<file path="src/rtl/interrupt_sequencer_if.sv">
// Signal bundle between the interrupt sequencer and the CPU core/datapath.
interface interrupt_sequencer_if;
  logic        rst_req;
  logic        nmib;
  logic        irqb;
  logic        rdy;
  logic        boundary;
  logic        brk_op;
  logic        i_flag;
  logic [7:0]  sp_in;
  logic        seq_busy;
  logic [15:0] addr_out;
  logic        addr_pc_sel;
  logic [1:0]  push_sel;
  logic        rwb;
  logic        vpb;
  logic        sp_decrement;
  logic        load_pcl;
  logic        load_pch;
  logic        set_i;
  logic        clear_d;
  logic        b_out;
  logic        nmi_pending;

  // Core/datapath side: drives requests and status, consumes sequencer controls.
  modport master (
    output rst_req, nmib, irqb, rdy, boundary, brk_op, i_flag, sp_in,
    input  seq_busy, addr_out, addr_pc_sel, push_sel, rwb, vpb, sp_decrement,
           load_pcl, load_pch, set_i, clear_d, b_out, nmi_pending
  );

  // Sequencer side.
  modport slave (
    input  rst_req, nmib, irqb, rdy, boundary, brk_op, i_flag, sp_in,
    output seq_busy, addr_out, addr_pc_sel, push_sel, rwb, vpb, sp_decrement,
           load_pcl, load_pch, set_i, clear_d, b_out, nmi_pending
  );
endinterface

</file>
<file path="src/rtl/interrupt_sequencer.sv">
// 7-cycle RES/NMI/IRQ/BRK entry sequencer: two dummy cycles, three stack
// pushes, two vector fetches. All state advances on the falling edge of phi2.
module interrupt_sequencer (
  input logic                  phi2,
  input logic                  resb,
  interrupt_sequencer_if.slave bus
);

  localparam int unsigned ADDR_W = 16;
  localparam logic [ADDR_W-1:0] VEC_NMI = 16'hFFFA;
  localparam logic [ADDR_W-1:0] VEC_RES = 16'hFFFC;
  localparam logic [ADDR_W-1:0] VEC_IRQ = 16'hFFFE;

  typedef enum logic [2:0] {
    S_IDLE, S_C0, S_C1, S_C2, S_C3, S_C4, S_C5, S_C6
  } state_t;

  typedef enum logic [2:0] {
    SRC_NONE, SRC_RES, SRC_NMI, SRC_IRQ, SRC_BRK
  } src_t;

  state_t state_q, state_d;
  src_t   src_q, src_d;
  logic   hijack_q, hijack_d;
  logic   nmib_q;
  logic   nmi_pending_q, nmi_pending_d;
  logic   nmi_take;

  logic              busy;
  logic [ADDR_W-1:0] addr;
  logic [ADDR_W-1:0] vector;
  logic              pc_sel;
  logic [1:0]        push;
  logic              rw;
  logic              vp;
  logic              sp_dec;
  logic              ld_pcl;
  logic              ld_pch;
  logic              seti;
  logic              clrd;
  logic              b_bit;

  // State, latched source and NMI edge detector registers.
  always_ff @(negedge phi2 or negedge resb) begin
    if (!resb) begin
      state_q       <= S_IDLE;
      src_q         <= SRC_NONE;
      hijack_q      <= 1'b0;
      nmib_q        <= 1'b1;
      nmi_pending_q <= 1'b0;
    end else begin
      state_q       <= state_d;
      src_q         <= src_d;
      hijack_q      <= hijack_d;
      nmib_q        <= bus.nmib;
      nmi_pending_q <= nmi_pending_d;
    end
  end

  // Next state: reset request overrides everything, arbitration only at an idle boundary.
  always_comb begin
    state_d  = state_q;
    src_d    = src_q;
    hijack_d = hijack_q;
    nmi_take = 1'b0;
    if (bus.rdy) begin
      if (bus.rst_req) begin
        state_d  = S_C0;
        src_d    = SRC_RES;
        hijack_d = 1'b0;
      end else begin
        case (state_q)
          S_IDLE: begin
            if (bus.boundary) begin
              if (nmi_pending_q) begin
                state_d  = S_C0;
                src_d    = SRC_NMI;
                nmi_take = 1'b1;
              end else if (!bus.irqb && !bus.i_flag) begin
                state_d = S_C0;
                src_d   = SRC_IRQ;
              end else if (bus.brk_op) begin
                state_d = S_C0;
                src_d   = SRC_BRK;
              end
            end
          end
          S_C0: state_d = S_C1;
          S_C1: state_d = S_C2;
          S_C2: state_d = S_C3;
          S_C3: state_d = S_C4;
          S_C4: begin
            state_d = S_C5;
            // A pending NMI steals the vector of an IRQ/BRK that has already pushed.
            if ((src_q == SRC_IRQ || src_q == SRC_BRK) && nmi_pending_q) begin
              hijack_d = 1'b1;
              nmi_take = 1'b1;
            end
          end
          S_C5: state_d = S_C6;
          S_C6: begin
            state_d  = S_IDLE;
            src_d    = SRC_NONE;
            hijack_d = 1'b0;
          end
          default: state_d = S_IDLE;
        endcase
      end
    end
  end

  // Edge capture runs regardless of rdy; a new edge beats a same-cycle clear.
  always_comb begin
    nmi_pending_d = (nmib_q & ~bus.nmib) | (nmi_pending_q & ~nmi_take);
  end

  // Vector selection for the current source.
  always_comb begin
    vector = VEC_IRQ;
    if (hijack_q || src_q == SRC_NMI) begin
      vector = VEC_NMI;
    end else if (src_q == SRC_RES) begin
      vector = VEC_RES;
    end
  end

  // Bus and control decode from the current cycle.
  always_comb begin
    busy   = (state_q != S_IDLE);
    addr   = '0;
    pc_sel = 1'b0;
    push   = 2'b11;
    rw     = 1'b1;
    vp     = 1'b1;
    sp_dec = 1'b0;
    ld_pcl = 1'b0;
    ld_pch = 1'b0;
    seti   = 1'b0;
    clrd   = 1'b0;
    b_bit  = busy && (src_q == SRC_BRK);
    case (state_q)
      S_C0, S_C1: pc_sel = 1'b1;
      S_C2, S_C3, S_C4: begin
        addr   = {8'h01, bus.sp_in};
        push   = (state_q == S_C2) ? 2'b00 : (state_q == S_C3) ? 2'b01 : 2'b10;
        rw     = (src_q == SRC_RES);
        sp_dec = 1'b1;
      end
      S_C5: begin
        addr   = vector;
        vp     = 1'b0;
        ld_pcl = 1'b1;
      end
      S_C6: begin
        addr   = vector + 16'd1;
        vp     = 1'b0;
        ld_pch = 1'b1;
        seti   = 1'b1;
        clrd   = 1'b1;
      end
      default: ;
    endcase
  end

  assign bus.seq_busy     = busy;
  assign bus.addr_out     = addr;
  assign bus.addr_pc_sel  = pc_sel;
  assign bus.push_sel     = push;
  assign bus.rwb          = rw;
  assign bus.vpb          = vp;
  assign bus.sp_decrement = sp_dec;
  assign bus.load_pcl     = ld_pcl;
  assign bus.load_pch     = ld_pch;
  assign bus.set_i        = seti;
  assign bus.clear_d      = clrd;
  assign bus.b_out        = b_bit;
  assign bus.nmi_pending  = nmi_pending_q;

endmodule

</file>
<file path="src/flat_wrapper.sv">
// flat-port wrapper written by rule: the top's interface ports become plain ports
module interrupt_sequencer_flat 
  (phi2, resb, bus_rst_req, bus_nmib, bus_irqb, bus_rdy, bus_boundary, bus_brk_op, bus_i_flag, bus_sp_in, bus_seq_busy, bus_addr_out, bus_addr_pc_sel, bus_push_sel, bus_rwb, bus_vpb, bus_sp_decrement, bus_load_pcl, bus_load_pch, bus_set_i, bus_clear_d, bus_b_out, bus_nmi_pending);
  interrupt_sequencer_if bus_i ();
  input logic phi2;
  input logic resb;
  input wire logic [$bits(bus_i.rst_req)-1:0] bus_rst_req;
  input wire logic [$bits(bus_i.nmib)-1:0] bus_nmib;
  input wire logic [$bits(bus_i.irqb)-1:0] bus_irqb;
  input wire logic [$bits(bus_i.rdy)-1:0] bus_rdy;
  input wire logic [$bits(bus_i.boundary)-1:0] bus_boundary;
  input wire logic [$bits(bus_i.brk_op)-1:0] bus_brk_op;
  input wire logic [$bits(bus_i.i_flag)-1:0] bus_i_flag;
  input wire logic [$bits(bus_i.sp_in)-1:0] bus_sp_in;
  output wire logic [$bits(bus_i.seq_busy)-1:0] bus_seq_busy;
  output wire logic [$bits(bus_i.addr_out)-1:0] bus_addr_out;
  output wire logic [$bits(bus_i.addr_pc_sel)-1:0] bus_addr_pc_sel;
  output wire logic [$bits(bus_i.push_sel)-1:0] bus_push_sel;
  output wire logic [$bits(bus_i.rwb)-1:0] bus_rwb;
  output wire logic [$bits(bus_i.vpb)-1:0] bus_vpb;
  output wire logic [$bits(bus_i.sp_decrement)-1:0] bus_sp_decrement;
  output wire logic [$bits(bus_i.load_pcl)-1:0] bus_load_pcl;
  output wire logic [$bits(bus_i.load_pch)-1:0] bus_load_pch;
  output wire logic [$bits(bus_i.set_i)-1:0] bus_set_i;
  output wire logic [$bits(bus_i.clear_d)-1:0] bus_clear_d;
  output wire logic [$bits(bus_i.b_out)-1:0] bus_b_out;
  output wire logic [$bits(bus_i.nmi_pending)-1:0] bus_nmi_pending;
  assign bus_i.rst_req = bus_rst_req;
  assign bus_i.nmib = bus_nmib;
  assign bus_i.irqb = bus_irqb;
  assign bus_i.rdy = bus_rdy;
  assign bus_i.boundary = bus_boundary;
  assign bus_i.brk_op = bus_brk_op;
  assign bus_i.i_flag = bus_i_flag;
  assign bus_i.sp_in = bus_sp_in;
  assign bus_seq_busy = bus_i.seq_busy;
  assign bus_addr_out = bus_i.addr_out;
  assign bus_addr_pc_sel = bus_i.addr_pc_sel;
  assign bus_push_sel = bus_i.push_sel;
  assign bus_rwb = bus_i.rwb;
  assign bus_vpb = bus_i.vpb;
  assign bus_sp_decrement = bus_i.sp_decrement;
  assign bus_load_pcl = bus_i.load_pcl;
  assign bus_load_pch = bus_i.load_pch;
  assign bus_set_i = bus_i.set_i;
  assign bus_clear_d = bus_i.clear_d;
  assign bus_b_out = bus_i.b_out;
  assign bus_nmi_pending = bus_i.nmi_pending;
  interrupt_sequencer u_core (.phi2(phi2), .resb(resb), .bus(bus_i));
endmodule
</file>
<file path="config.mk">
export PLATFORM = sky130hd
export DESIGN_NAME = interrupt_sequencer_flat
export DESIGN_NICKNAME = d
export VERILOG_FILES = /design/src/rtl/interrupt_sequencer_if.sv /design/src/rtl/interrupt_sequencer.sv /design/src/flat_wrapper.sv
export SDC_FILE = /design/constraint.sdc
export NUM_CORES = 1
export LEC_CHECK = 0
export BUFFER_PORTS_ARGS = -buffer_cell sky130_fd_sc_hd__buf_2
export CORE_MARGIN = 3
export CORE_UTILIZATION = 42
export DETAILED_ROUTE_END_ITERATION = 12
export GPL_ROUTABILITY_DRIVEN = 1
export PLACE_DENSITY = 0.9
export REMOVE_ABC_BUFFERS = 1
export SYNTH_ARGS = -nofsm -noshare
export SYNTH_HDL_FRONTEND = slang
export SYNTH_SLANG_ARGS = --single-unit
</file>
<file path="constraint.sdc">
create_clock -name phi2 -period 1.7 [get_ports phi2]
set_input_delay 0.085 -clock phi2 [delete_from_list [all_inputs] [get_ports phi2]]
set_output_delay 0.085 -clock phi2 [all_outputs]
set_load 0.05 [all_outputs]
</file>
==> results of run 1 <==
[per-stage QoR]
step                      hold WS [ns]  instances  setup slack [ns]
after floorplan                  0.427         80             -2.47
after global placement           0.534        172            -0.459
after detailed placement         0.533        172            -0.491
[cell families after synthesis]
logic type             count (synthesis)
AOI/OAI and AO/OA                     22
and+or+nand+nor                       40
muxes                                  4
DFF                                    9
buffers and inverters                 18
==> flow_summary_export.csv, run 1 <==
group,metric,value,unit
synthesis,synth_edf_count,0,
synthesis,yosys.area_share.simple,29.2,%
placed_design,gpl.final_weighted_congestion,0.884,
synthesis,synth_xor_area_share,0,%
status,status,"stopped before the end",
synthesis,synthAdderAreaFrac,0,%
synthesis,synth_top_family_by_area,"simple AND/OR/NAND/NOR gates",
floorplanning,initial_utilization,47.3,%
synthesis,yosysSeqAreaShare,30.1,%
synthesis,async_flop_share,100,%
synthesis,syn_area_per_cell,8.10,sq um
synthesis,syn_inst,93,
floorplanning,die_x,48.4,microns
floorplanning,ioPinCount,46,
status,error,"[ERROR DPL-0033] detailed placement checks failed during check placement.",
status,haltStage,"clock tree synthesis",
synthesis,syn_area,753,sq um
clocking,cts_inserted_buffers,3,
synthesis,synth.most_common_cell,"nand2_1",
synthesis,ys_seq_elements,9,
clocking,clockBufferDepth,2,
floorplanning,row_count,14,
clocking,clock_sinks,9,
placed_design,dpl_cell_area,0.00109,sq mm
placed_design,port-buffer-count,45,
synthesis,yosys_warnings,0,
synthesis,synth_compound_area_share,19.3,%
placed_design,hpwl,1670,microns
clocking,cts_setup_buffers,10,
clocking,ctsResizeCount,113,
synthesis,synthTopCellsByCount,"nand2_1 (17), buf_4 (9), a21oi_1 (8), dfrtn_1 (8)",
synthesis,synth.area.mux_share,6.64,%
synthesis,synthDistinctLibCells,35,
synthesis,synth_area_leaders,"dfrtn_1 (27%), buf_4 (9.0%), nand2_1 (8.5%)",
synthesis,synth_top_area_cell,"dfrtn_1",
clocking,holdBufCountCts,0,
floorplanning,fp.dieH,48.4,microns
clocking,cts_root_buffer,"clkbuf_4",
synthesis,ys.flop_type,"dfrtn_1",
synthesis,synth_top_area_share,26.6,%
clocking,htreeDepth,1,
==> run 2: changes to the inputs <==
- CORE_AREA: unset -> 3 3 64 66
- CORE_MARGIN: 3 -> unset
- CORE_UTILIZATION: 42 -> unset
- DIE_AREA: unset -> 0 0 67 69
- PLACE_DENSITY: 0.9 -> unset
- PLACE_DENSITY_LB_ADDON: unset -> 0.15
==> flow_summary_export.csv, run 2 <==
group,metric,value,unit
synthesis,async_flop_share,100,%
placed_design,preCtsSetupSlack,-0.506,ns
worst_setup_path,critPathArrivalTime,2.30,ns
synthesis,syn_area_per_cell,8.10,sq um
clocking,clockBufferDepth,2,
clocking,clkLatencyLatePin,0.29,ns
detailed_routing,wl,2690,microns
detailed_routing,vias_per_cell,4.33,
timing,hold_viol,0,
final_layout,reg_top3,"u_core.src_q x3, u_core.state_q x3",
power,power.density,953,mW/mm^2
floorplanning,initial_utilization,20.7,%
floorplanning,ioPinCount,46,
detailed_routing,route.detailed.drc,0,
synthesis,synthDistinctLibCells,35,
final_layout,drive_above_1_share,73.5,%
power,p_leak,0.854,nW
detailed_routing,via_count,926,
detailed_routing,first_pass_iters,4,
final_layout,multi_input_area,557,sq um
global_routing,grt_pass1_vias,889,
worst_setup_path,worstPathMaxFanout,3,
final_layout,fillers,322,
clocking,clkSlewWorstSetupHoldPaths,0.04,ns
placed_design,gpl.final_weighted_congestion,0.742,
timing,slew_viol_final,0,
synthesis,synth_area_leaders,"dfrtn_1 (27%), buf_4 (9.0%), nand2_1 (8.5%)",
global_routing,antenna_found_initial,0,
worst_setup_path,cp-end-kind,"primary output",
final_layout,syn2layout_area_growth,136,%
synthesis,synthTopCellsByCount,"nand2_1 (17), buf_4 (9), a21oi_1 (8), dfrtn_1 (8)",
timing,final.setup.tns,-15.83,ns
placed_design,placed_cells,197,
power,power,1.70,mW
worst_setup_path,path_cells,"inv_1 -> or3_4 -> nor3_4 -> a21oi_2 -> buf_6",
clocking,cts_root_buffer,"clkbuf_8",
status,status,"finished, violations left",
worst_setup_path,crit_family,"simple AND/OR/NAND/NOR gates",
timing,rsz0062_at_grt,"true",
worst_setup_path,cp-start-kind,"flop",
global_routing,grtUsageTotal,10.2,%
worst_setup_path,worstSetupPathType,"reg2out",
worst_setup_path,critPathMaxStageDelay,0.42,ns
clocking,clock_sinks,9,
worst_setup_path,crit_slowest_cell,"dfrtn_1",
floorplanning,die_area,0.00462,sq mm
timing,fin_ws,-0.688,ns
detailed_routing,ant_nets,0,
floorplanning,die_x,67,microns
synthesis,synth.most_common_cell,"nand2_1",
timing,relSlewSlack,80.9,%
detailed_routing,drt_iter0_markers,16,
clocking,htreeDepth,1,
synthesis,synth_top_area_cell,"dfrtn_1",
run,maxCapViolations,0,
final_layout,num_antenna_cells,0,
synthesis,yosysSeqAreaShare,30.1,%
placed_design,port-buffer-count,45,
clocking,cts_inserted_buffers,3,
timing,setup_viol,31,
status,violations,"setup timing",
worst_setup_path,worst-path-buf-inv,2,
placed_design,hpwl,1750,microns
timing,whs,0.424,ns
timing,worst_pin_slew,0.287,ns
clocking,cts_tree,"built",
final_layout,final_cell_mix,"buf_4 (25), buf_6 (18), buf_2 (16)",
synthesis,synth_top_area_share,26.6,%
final_layout,seqCellArea,226,sq um
hold_path,worstHoldPathType,"in2async",
floorplanning,row_count,22,
clocking,holdBufCountCts,0,
final_layout,final_util,49.0,%
placed_design,dpl_cell_area,0.00113,sq mm
synthesis,syn_area,753,sq um
timing,skew,0.0431,ns
floorplanning,core,0.00363,sq mm
detailed_routing,wl_per_cell,12.6,microns
floorplanning,fp.dieH,69,microns
final_layout,final_common_cell,"buf_4",
global_routing,grt_pass1_wl,3770,microns
worst_setup_path,critPathRequiredTime,1.62,ns
final_layout,final_nets,184,
synthesis,synth_edf_count,0,
synthesis,ys.flop_type,"dfrtn_1",
global_routing,gr-total-overflow,0,
power,ir_worst_vdd,0.464,mV
final_layout,design_area,0.00178,sq mm
synthesis,syn_inst,93,
synthesis,yosys_warnings,0,
synthesis,ys_seq_elements,9,
final_layout,stdcell_count,214,
global_routing,grt_max_degree,10,
## run 2: timing repair
action / 4_1_cts / 5_1_grt
endpoints found under the setup margin: 31 / 32
resized for setup: 107 / 31
pin swaps: 15 / 16
buffers inserted: 9 / 6
## run 2: cells by family (layout without fill, tap and decap cells)
family	after synthesis	after routing	synth area share, %
compound gates	22	22	19.3
buf+inv	18	91	14.8
mux	4	4	6.64
simple gates	40	40	29.2
flops	9	9	30.1
## run 2: worst paths after layout
check,cells past startpoint,slack [ns],to,start
setup / recovery,5,-0.69,bus_addr_out[1],u_core.src_q[0]
hold / removal,1,0.42,u_core.hijack_q,resb
setup reg to reg,6,-0.08,u_core.src_q[2],u_core.state_q[1]
hold reg to reg,2,0.62,u_core.src_q[2],u_core.src_q[2]
max in group asynchronous,1,0.95,u_core.nmib_q,resb
min in group phi2,4,0.50,bus_addr_out[3],bus_sp_in[3]
## run 2: final cells by class
cell class | instances | share of cell area [%]
Clock inverter | 2 | 0.422
Clock buffer | 3 | 2.32
Inverter | 4 | 1.55
Timing Repair Buffer | 82 | 48.3
Tap cell | 48 | 3.37
Multi-Input combinational cell | 66 | 31.3
Sequential cell | 9 | 12.7
## run 2: power by group
part,switching (mW),total (mW),leakage (nW),internal (mW)
Clock,0.0867,0.247,0.0322,0.160
Sequential,0.0258,0.270,0.108,0.244
Combinational,0.635,1.18,0.714,0.546
Total,0.748,1.70,0.854,0.950
## run 2: routing by layer
metal | up-vias | part of all wire [%] | global-route usage (%)
met5 | - | 0 | 0
met4 | 0 | 0.22 | 2.70
met3 | 2 | 9.0 | 2.61
met2 | 44 | 48 | 16.9
met1 | 424 | 43 | 12.8
li1 | 456 | - | -
Power figures use the tool's default switching activity.
